`config.mk`:
```
export PLATFORM = sky130hd
export DESIGN_NAME = eb_wr_ctrl_flat
export DESIGN_NICKNAME = d
export VERILOG_FILES = /design/src/rtl/eb_pkg.sv /design/src/rtl/eb_wr_ctrl_if.sv /design/src/rtl/eb_os_tracker.sv /design/src/rtl/eb_wr_ctrl.sv /design/src/flat_wrapper.sv
export SDC_FILE = /design/constraint.sdc
export NUM_CORES = 1
export LEC_CHECK = 0
export ABC_AREA = 1
export BUFFER_PORTS_ARGS = -buffer_cell sky130_fd_sc_hd__buf_2
export CAP_MARGIN = 0
export CORE_MARGIN = 5
export CORE_UTILIZATION = 40
export CTS_BUF_LIST = sky130_fd_sc_hd__clkbuf_8
export CTS_CLUSTER_SIZE = 30
export DETAILED_ROUTE_END_ITERATION = 12
export GPL_ROUTABILITY_DRIVEN = 0
export SLEW_MARGIN = 20
export SYNTH_ARGS = -nofsm -noshare
export SYNTH_HDL_FRONTEND = slang
export SYNTH_SLANG_ARGS = --single-unit
```
`constraint.sdc`:
```
create_clock -name rclk -period 1.7 [get_ports rclk]
set_clock_uncertainty 0.05 [all_clocks]
set_input_delay 0.085 -clock rclk [delete_from_list [all_inputs] [get_ports rclk]]
set_output_delay 0.085 -clock rclk [all_outputs]
set_load 0.05 [all_outputs]
```
`src/rtl/eb_pkg.sv`:
```
// Shared constants and state type for the USB3 receive elastic-buffer write side.
package eb_pkg;

   localparam logic [9:0] COM_SYM = 10'h0FA;
   localparam logic [9:0] SKP_SYM = 10'h0F9;

   localparam int DEF_DEL_THRESH = 11;
   localparam int DEF_MAX_DEL    = 2;

   typedef enum logic [1:0] {
      HUNT    = 2'd0,
      COM     = 2'd1,
      SKP_RUN = 2'd2
   } eb_os_state_t;

endpackage

```
`src/rtl/eb_wr_ctrl_if.sv`:
```
// Symbol input and buffer write port of the elastic-buffer write controller.
interface eb_wr_ctrl_if #(
   parameter int ADDR_W = 4
);
   logic [9:0]      sym_in;
   logic            sym_in_vld;
   logic [ADDR_W:0] fill_level;
   logic            eb_full;
   logic [9:0]      eb_data;
   logic            eb_wr_en;

   modport master (
      output sym_in, sym_in_vld, fill_level, eb_full,
      input  eb_data, eb_wr_en
   );

   modport slave (
      input  sym_in, sym_in_vld, fill_level, eb_full,
      output eb_data, eb_wr_en
   );
endinterface

```
`src/rtl/eb_os_tracker.sv`:
```
// SKP ordered-set tracker: follows COM/SKP framing and limits deletions per set.
module eb_os_tracker
   import eb_pkg::*;
#(
   parameter int MAX_DEL = DEF_MAX_DEL
) (
   input  logic         rclk,
   input  logic         rrst_n,
   input  logic         en,
   input  logic [9:0]   sym,
   input  logic         sym_vld,
   input  logic         del_take,
   output logic         deletable,
   output eb_os_state_t state,
   output eb_os_state_t next_state
);

   localparam logic [2:0] MAX_V = 3'(MAX_DEL);

   logic [2:0] del_os;

   always_comb begin
      next_state = state;
      if (!en) begin
         next_state = HUNT;
      end else if (sym_vld) begin
         if (sym == COM_SYM)
            next_state = COM;
         else if (sym == SKP_SYM && state != HUNT)
            next_state = SKP_RUN;
         else
            next_state = HUNT;
      end
   end

   // A SKP only counts as removable inside a set and while this set still has quota.
   assign deletable = en && sym_vld && (sym == SKP_SYM) && (state != HUNT) && (del_os < MAX_V);

   always_ff @(posedge rclk or negedge rrst_n) begin
      if (!rrst_n) begin
         state  <= HUNT;
         del_os <= '0;
      end else begin
         state <= next_state;
         if (!en || (sym_vld && sym == COM_SYM))
            del_os <= '0;
         else if (del_take)
            del_os <= del_os + 3'd1;
      end
   end

endmodule

```
`src/rtl/eb_wr_ctrl.sv`:
```
// Elastic-buffer write controller: SKP deletion, write gating and overflow flagging.
// Optional ordered-set statistics (os_cnt, max_run) under EB_WR_CTRL_OS_STATS_EN.
module eb_wr_ctrl
   import eb_pkg::*;
#(
   parameter int ADDR_W     = 4,
   parameter int DEL_THRESH = DEF_DEL_THRESH,
   parameter int MAX_DEL    = DEF_MAX_DEL,
   parameter int CNT_W      = 16
) (
   input  logic             rclk,
   input  logic             rrst_n,
   input  logic             en,
   input  logic             cnt_clr,
   eb_wr_ctrl_if.slave      bus,
   output logic             skp_del,
   output logic             overflow_err,
   output logic [CNT_W-1:0] del_cnt
`ifdef EB_WR_CTRL_OS_STATS_EN
   ,
   output logic [CNT_W-1:0] os_cnt,
   output logic [3:0]       max_run
`endif
);

   localparam logic [ADDR_W:0] THRESH_V = (ADDR_W+1)'(DEL_THRESH);

   logic         deletable;
   logic         pressure;
   logic         do_del;
   logic         do_write;
   logic         do_drop;
   eb_os_state_t state;
   eb_os_state_t next_state;

   eb_os_tracker #(
      .MAX_DEL (MAX_DEL)
   ) u_tracker (
      .rclk       (rclk),
      .rrst_n     (rrst_n),
      .en         (en),
      .sym        (bus.sym_in),
      .sym_vld    (bus.sym_in_vld),
      .del_take   (do_del),
      .deletable  (deletable),
      .state      (state),
      .next_state (next_state)
   );

   // A full buffer always justifies deleting, whatever fill_level says.
   assign pressure = (bus.fill_level > THRESH_V) || bus.eb_full;
   assign do_del   = deletable && pressure;
   assign do_write = bus.sym_in_vld && !do_del && !bus.eb_full;
   assign do_drop  = bus.sym_in_vld && !do_del && bus.eb_full;

   always_ff @(posedge rclk or negedge rrst_n) begin
      if (!rrst_n) begin
         bus.eb_data  <= '0;
         bus.eb_wr_en <= 1'b0;
         skp_del      <= 1'b0;
         overflow_err <= 1'b0;
         del_cnt      <= '0;
      end else begin
         bus.eb_wr_en <= do_write;
         skp_del      <= do_del;
         overflow_err <= do_drop;
         if (do_write)
            bus.eb_data <= bus.sym_in;
         if (cnt_clr)
            del_cnt <= do_del ? CNT_W'(1) : '0;
         else if (do_del && del_cnt != '1)
            del_cnt <= del_cnt + CNT_W'(1);
      end
   end

`ifdef EB_WR_CTRL_OS_STATS_EN
   logic [3:0] cur_run;
   logic [3:0] run_next;
   logic       os_done;

   assign os_done = en && bus.sym_in_vld && (state == SKP_RUN) && (next_state != SKP_RUN);

   always_comb begin
      run_next = cur_run;
      if (!en)
         run_next = '0;
      else if (bus.sym_in_vld)
         run_next = (next_state == SKP_RUN) ? ((cur_run == 4'hF) ? cur_run : cur_run + 4'd1) : 4'd0;
   end

   always_ff @(posedge rclk or negedge rrst_n) begin
      if (!rrst_n) begin
         cur_run <= '0;
         max_run <= '0;
         os_cnt  <= '0;
      end else begin
         cur_run <= run_next;
         if (cnt_clr) begin
            max_run <= '0;
            os_cnt  <= '0;
         end else begin
            if (run_next > max_run)
               max_run <= run_next;
            if (os_done && os_cnt != '1)
               os_cnt <= os_cnt + CNT_W'(1);
         end
      end
   end
`else
   logic unused_state;
   assign unused_state = ^{state, next_state};
`endif

endmodule
```
`src/flat_wrapper.sv`:
```
// flat-port wrapper written by rule: the top's interface ports become plain ports
module eb_wr_ctrl_flat import eb_pkg::*;
#(
   parameter int ADDR_W     = 4,
   parameter int DEL_THRESH = DEF_DEL_THRESH,
   parameter int MAX_DEL    = DEF_MAX_DEL,
   parameter int CNT_W      = 16
)
  (rclk, rrst_n, en, cnt_clr, skp_del, overflow_err, del_cnt, bus_sym_in, bus_sym_in_vld, bus_fill_level, bus_eb_full, bus_eb_data, bus_eb_wr_en);
  eb_wr_ctrl_if #(.ADDR_W(ADDR_W)) bus_i ();
  input  logic rclk;
  input  logic rrst_n;
  input  logic en;
  input  logic cnt_clr;
  output logic skp_del;
  output logic overflow_err;
  output logic [CNT_W-1:0] del_cnt;
  input wire logic [$bits(bus_i.sym_in)-1:0] bus_sym_in;
  input wire logic [$bits(bus_i.sym_in_vld)-1:0] bus_sym_in_vld;
  input wire logic [$bits(bus_i.fill_level)-1:0] bus_fill_level;
  input wire logic [$bits(bus_i.eb_full)-1:0] bus_eb_full;
  output wire logic [$bits(bus_i.eb_data)-1:0] bus_eb_data;
  output wire logic [$bits(bus_i.eb_wr_en)-1:0] bus_eb_wr_en;
  assign bus_i.sym_in = bus_sym_in;
  assign bus_i.sym_in_vld = bus_sym_in_vld;
  assign bus_i.fill_level = bus_fill_level;
  assign bus_i.eb_full = bus_eb_full;
  assign bus_eb_data = bus_i.eb_data;
  assign bus_eb_wr_en = bus_i.eb_wr_en;
  eb_wr_ctrl #(.ADDR_W(ADDR_W), .DEL_THRESH(DEL_THRESH), .MAX_DEL(MAX_DEL), .CNT_W(CNT_W)) u_core (.rclk(rclk), .rrst_n(rrst_n), .en(en), .cnt_clr(cnt_clr), .bus(bus_i), .skp_del(skp_del), .overflow_err(overflow_err), .del_cnt(del_cnt));
endmodule
```
======== Yosys cells after proc, flatten, opt, wreduce, memory -nomap -nowiden ========
Cells that the tools add are included.
word-level totals
  bits in registers ....................... 34
  word-level logic and storage cells ...... 43
  output and inout bits ................... 29
  bits of input ports ..................... 21
operators by class
  magnitude comparators ................... 2
  reduce and logical (&&, ||, !) cells .... 19
  multiplexer cells ....................... 9
  add/subtract/negate cells ............... 2
  equality and inequality tests ........... 4
operators by type and width
  operator               count
  $mux 16                2
  $eq 10x8->1 const B    2
  $add 16x1->16 const B  1
  $ne 16x16->1 const B   1
  $logic_and 1x1->1      11
  $mux 2                 4
  $mux 3                 2
  $reduce_bool 2->1      3
  $gt 5x4->1 const B     1
  $add 3x1->3 const B    1
  $logic_not 1->1        3
  $lt 3x2->1 const B     1
  $logic_or 1x1->1       2
  $ne 2x1->1 const B     1
  $mux 1                 1

======== Depth between registers and ports, before layout ========
  depth in word-level cells ............... 8
  depth in mapped cells ................... 10
  mapped depth without buffers ............ 10

======== Modules after synthesis ========
From an unflattened synthesis, not the netlist that was laid out.
unflattened totals
  cells, all modules ...................... 245
  area total of the unflattened synthesis .. 1864.3 sq um
by module, submodules not included
  module         cells each  times used  area each (sq um)
  eb_wr_ctrl     202         1           1519.0
  eb_os_tracker  43          1           345.3

======== Worst setup path after synthesis ========
OpenSTA, ideal clock, no wires.
  kind .................................... reg2reg
  start ................................... reg u_core.del_cnt[0]
  end ..................................... reg u_core.del_cnt[12]
  cell stages (with the launch flop) ...... 10
  library setup time ...................... 0.119 ns
  period minus slack after synthesis ...... 2.004 ns
  arrival time ............................ 1.835 ns
  buffers on the path ..................... 1
  setup slack ............................. -0.304 ns
  required time ........................... 1.531 ns
  cells stage by stage .................... dfrtp_1 > ha_1 > nand2_1 > nor2_2 > nand2_1 > nor2_1 > nor2_4 > buf_6 > nand3b_1 > nand2_1
on the way
  longest elaborated chain between the ends .. 3
  elaborated cells between the ends (all ways) .. 6
  those cells by class .................... add/sub (1); eq/ne (1); mux (2); reduce/logical (2)
ends and longest elaborated chain
  what                                                  RTL line                            RTL
  from (decl)                                           eb_wr_ctrl.sv:18                    output logic [CNT_W-1:0] del_cnt
  from (signal assigned)                                eb_wr_ctrl.sv:70                    del_cnt <= do_del ? CNT_W'(1) : '0;
  from (signal assigned)                                eb_wr_ctrl.sv:72                    del_cnt <= del_cnt + CNT_W'(1);
  $add 16x1->16 / $ne 16x16->1 (equally long branches)  eb_wr_ctrl.sv:72, eb_wr_ctrl.sv:71
  $mux 16 / $logic_and 1x1->1 (equally long branches)   eb_wr_ctrl.sv:71                    else if (do_del && del_cnt != '1)
  $mux 16 / $reduce_bool 2->1 (equally long branches)   -
Parallel ways exist; a longest one is shown, timed or not. The select of a mux whose other input is x is not followed.
A chain may end at the register's enable or synchronous reset.

======== Worst setup path after layout ========
  start ................................... in bus_sym_in[5]
  end ..................................... reg u_core.del_cnt[3]
on the way
  longest elaborated chain between the ends .. 7
ends and longest elaborated chain
  what                                RTL line             RTL
  from (decl)                         flat_wrapper.sv:18   input wire logic [$bits(bus_i.sym_in)-1:0] bus_sym_in;
  $eq 10x8->1                         eb_os_tracker.sv:37  assign deletable = en && sym_vld && (sym == SKP_SYM) && (state != HUNT) && (del_os < MAX_V);
  $logic_and 1x1->1 (3 in series)     eb_os_tracker.sv:37
  $logic_and 1x1->1                   eb_wr_ctrl.sv:52     assign do_del = deletable && pressure;
  $logic_and 1x1->1                   eb_wr_ctrl.sv:71
  $reduce_bool 2->1 (no source line)  -
No other way between the ends.

==> flow_summary_export.csv <==
group,metric,value,unit
status,status,"finished, final reports clean",
sta,fin_crit_sh,92.6,%
grt,grt_overflow,0,
critical_path,worstSetupEndpointType,"register",
detailed_routing,vias_per_cell,4.81,
yosys,synth.yosys.warnings,0,
yosys,synth_area_leaders,"dfrtp_1 (45%), nand2_1 (16%), nand3_1 (9.3%)",
sta,rsz0062_at_grt,"false",
critical_path,startpoint,"bus_sym_in[5]",
finish,multi_input_area,931,um^2
critical_path,cpMostUsedCell,"nand2_1",
clock_network,cts_max_path_buffers,2,
critical_path,critPathRequiredTime,1870,ps
yosys,synth_cell_types,23,
grt,grt_pass1_wl,8.15,mm
clock_network,tritoncts,"built",
detailed_routing,wl,4.61,mm
yosys,netlist_instances,257,
detailed_routing,drc,0,
sta,drv_slew,0,
yosys,synthArstFlopShare,100,%
critical_path,path_cells,"dlygate4sd3_1, buf_2, nand2_1, nor2_2, nand2_1, nor2_4, nand2_2, buf_4, nor2_4, buf_12, nand3b_1, nand2_1",
finish,fin_area,2530,um^2
yosys,synth_edf_count,0,
hold_path,min_path_type,"input port to register",
finish,finish.utilization,54.4,%
floorplanning,initial_core_util,40.6,%
power_and_ir_drop,p_per_area,812,nW/um^2
grt,grt_pass1_vias,1842,
yosys,seq_area_frac_synth,45.0,%
detailed_routing,vias,1837,
yosys,yosysTopAreaCell,"dfrtp_1",
critical_path,crit_fanout,16,
sta,fmax,0.635,GHz
critical_path,path_delay_family,"buffers and inverters",
power_and_ir_drop,p_leak,1.30,nW
critical_path,cp_slowest_cell,"dlygate4sd3_1",
placed_design,portBuffers,47,
finish,drive_gt1_share,25.6,%
finish,antennaDiodeCount,0,
grt,grt_use_total,16.4,%
grt,grt_antenna_before_repair,0,
floorplanning,ios,50,
sta,period_needed,1570,ps
sta,final-setup-viol-count,0,
sta,worst_pin_slew,351,ps
detailed_routing,wl_per_cell,12.1,um
clock_network,cts_root_buffer,"clkbuf_8",
critical_path,cpPeakStageDelay,520,ps
finish,synthToLayoutAreaGrowth,33.9,%
clock_network,worstSkewPairLatency,290,ps
yosys,synth-main-ff-cell,"dfrtp_1",
sta,fin_hold_ws,17.0,ps
floorplanning,die_w,78.8,um
clock_network,path_clk_slew,70,ps
yosys,synth_common_cells,"nand2_1 (82), nand3_1 (35), dfrtp_1 (34), nor2_1 (32), inv_1 (26)",
yosys,synth_nets,280,
floorplanning,die_h,78.8,um
critical_path,worst_setup_path_start_kind,"input port",
critical_path,arrival,1740,ps
critical_path,crit_path_end,"u_core.del_cnt[3]$_DFFE_PN0P_",
finish,layout.nets,350,
floorplanning,core,4660,um^2
clock_network,clock_sinks,34,
detailed_routing,drtIter0Drc,108,
placed_design,placed_area,2280,um^2
placed_design,dp_hpwl,3.44,mm
sta,relSlewSlack,76.4,%
yosys,synth_most_common_cell,"nand2_1",
critical_path,crit_buf_inv,4,
critical_path,regToRegSetupSlack,180,ps
critical_path,crit_cells,12,
placed_design,placedCellCount,364,
floorplanning,dieArea,6200,um^2
grt,grt_max_degree,32,
floorplanning,std_cell_rows,25,
yosys,avgSynthCellArea,7.36,um^2
yosys,netlist.area_leader.share,45.0,%
critical_path,r2r_start,"u_core.del_cnt[1]$_DFFE_PN0P_",
yosys,netlist_area,1890,um^2
run,drv_cap,0,
clock_network,htreeDepth,2,
clock_network,cts-buffers-inserted,5,
detailed_routing,first_pass_iters,6,
finish,stdcell_count,382,
sta,tns,0,ps
power_and_ir_drop,vdd_drop_max,0.000429,V
critical_path,r2r_cells,7,
detailed_routing,ant_nets,0,
finish,fill_cells,461,
critical_path,reg2reg_to,"u_core.del_cnt[8]$_DFFE_PN0P_",
sta,hold_violations,0,
finish,area.sequential,860,um^2
critical_path,criticalPathCategory,"input port to register",
yosys,synth_seq_cells,34,
-- worst reg2reg max path: stages, from the launching register on --
cell,delay (ps)
dfrtp_2,410
ha_4,170
nand2_1,90
nor2_1,270
nand2_1,110
xor2_1,140
nand3b_1,150
nand2_1,70
-- area by class of cell --
class / instances / area share, %
clock inverter: 2 / 2.37
timing repair buffer: 69 / 17.2
clock buffer: 6 / 3.26
tap: 54 / 2.67
multi-input combinational: 191 / 36.7
sequential: 34 / 33.9
inverter: 26 / 3.85
-- worst min-delay path by stage --
stage | slack, ps | startpoint | cells past startpoint | endpoint
final | 20 | bus_sym_in[3] | 3 | u_core.bus.eb_data[3]$_DFFE_PN0P_
after global routing | 20 | bus_sym_in[9] | 3 | u_core.bus.eb_data[9]$_DFFE_PN0P_
after CTS | 10 | bus_sym_in[3] | 3 | u_core.bus.eb_data[3]$_DFFE_PN0P_
after detailed placement | -40 | rrst_n | 1 | u_core.u_tracker.del_os[2]$_DFFE_PN0P_
after global placement | -40 | rrst_n | 1 | u_core.u_tracker.del_os[2]$_DFFE_PN0P_
after floorplan | -260 | rrst_n | 0 | u_core.bus.eb_data[0]$_DFFE_PN0P_
-- logic make-up (layout without fill, tap and decap cells) --
logic type,Yosys count,in the layout,share of synthesized area [%]
AOI/OAI and AO/OA,11,11,3.24
and+or+nand+nor,171,171,40.1
adders and majority gates,2,2,1.32
buffers and inverters,32,103,7.14
xor gates and xnor gates,7,7,3.24
DFF,34,34,45.0
-- metrics by stage --
step	power [W]	setup WS, ps
after floorplan	0.00104	7.10
after global placement	0.00113	118
after detailed placement	0.00113	91.1
after CTS	0.00209	40.8
after global routing	0.00214	19.1
final	0.00206	126
-- timing repair --
item | CTS | global route
hold buffers | 9 | 0
resized for setup | 0 | 3
endpoints found under the setup margin | 0 | 26
endpoints found under the hold margin | 22 | 0
setup buffers | 0 | 1
-- placed cells by master, fill, tap and decap left out --
| cell type | instances |
|---|---|
| a21oi_1 | 2 |
| a31o_2 | 1 |
| buf_12 | 1 |
| buf_2 | 47 |
| buf_4 | 12 |
| bufinv_16 | 2 |
| clkbuf_8 | 6 |
| dfrtp_1 | 27 |
| dfrtp_2 | 7 |
| dlygate4sd3_1 | 9 |
| ha_1 | 1 |
| ha_4 | 1 |
| inv_1 | 26 |
| nand2_1 | 82 |
| nand2_2 | 1 |
| nand3_1 | 35 |
| nand3_4 | 1 |
| nand3b_1 | 8 |
| nand4_1 | 4 |
| nor2_1 | 30 |
| nor2_2 | 3 |
| nor2_4 | 2 |
| nor3_1 | 5 |
| o21ai_0 | 7 |
| o21bai_1 | 1 |
| xnor2_1 | 1 |
| xor2_1 | 6 |
-- registers in the layout, summed over array words and instances (netlist names) --
name                     flops
u_core.bus.eb_data          10
u_core.bus.eb_wr_en          1
u_core.del_cnt              16
u_core.overflow_err          1
u_core.skp_del               1
u_core.u_tracker.del_os      3
u_core.u_tracker.state       2
-- routing by layer --
metal | vias to the layer above | routed length, um | part of all wire (%) | GRT usage [%]
met2 | 32 | 2120 | 46 | 26.8
met4 | 0 | 58 | 1.3 | 6.64
met3 | 4 | 171 | 3.7 | 3.85
li1 | 956 | - | - | -
met5 | - | 0 | 0 | 0
met1 | 845 | 2250 | 49 | 20.9
-- where the power goes --
part | total (W) | internal [W] | switching, W
registers | 0.000855 | 0.000840 | 0.0000148
clock network | 0.000926 | 0.000626 | 0.000300
logic | 0.000276 | 0.0000745 | 0.000201
total | 0.00206 | 0.00154 | 0.000516
(Power assumes the default switching activity.)
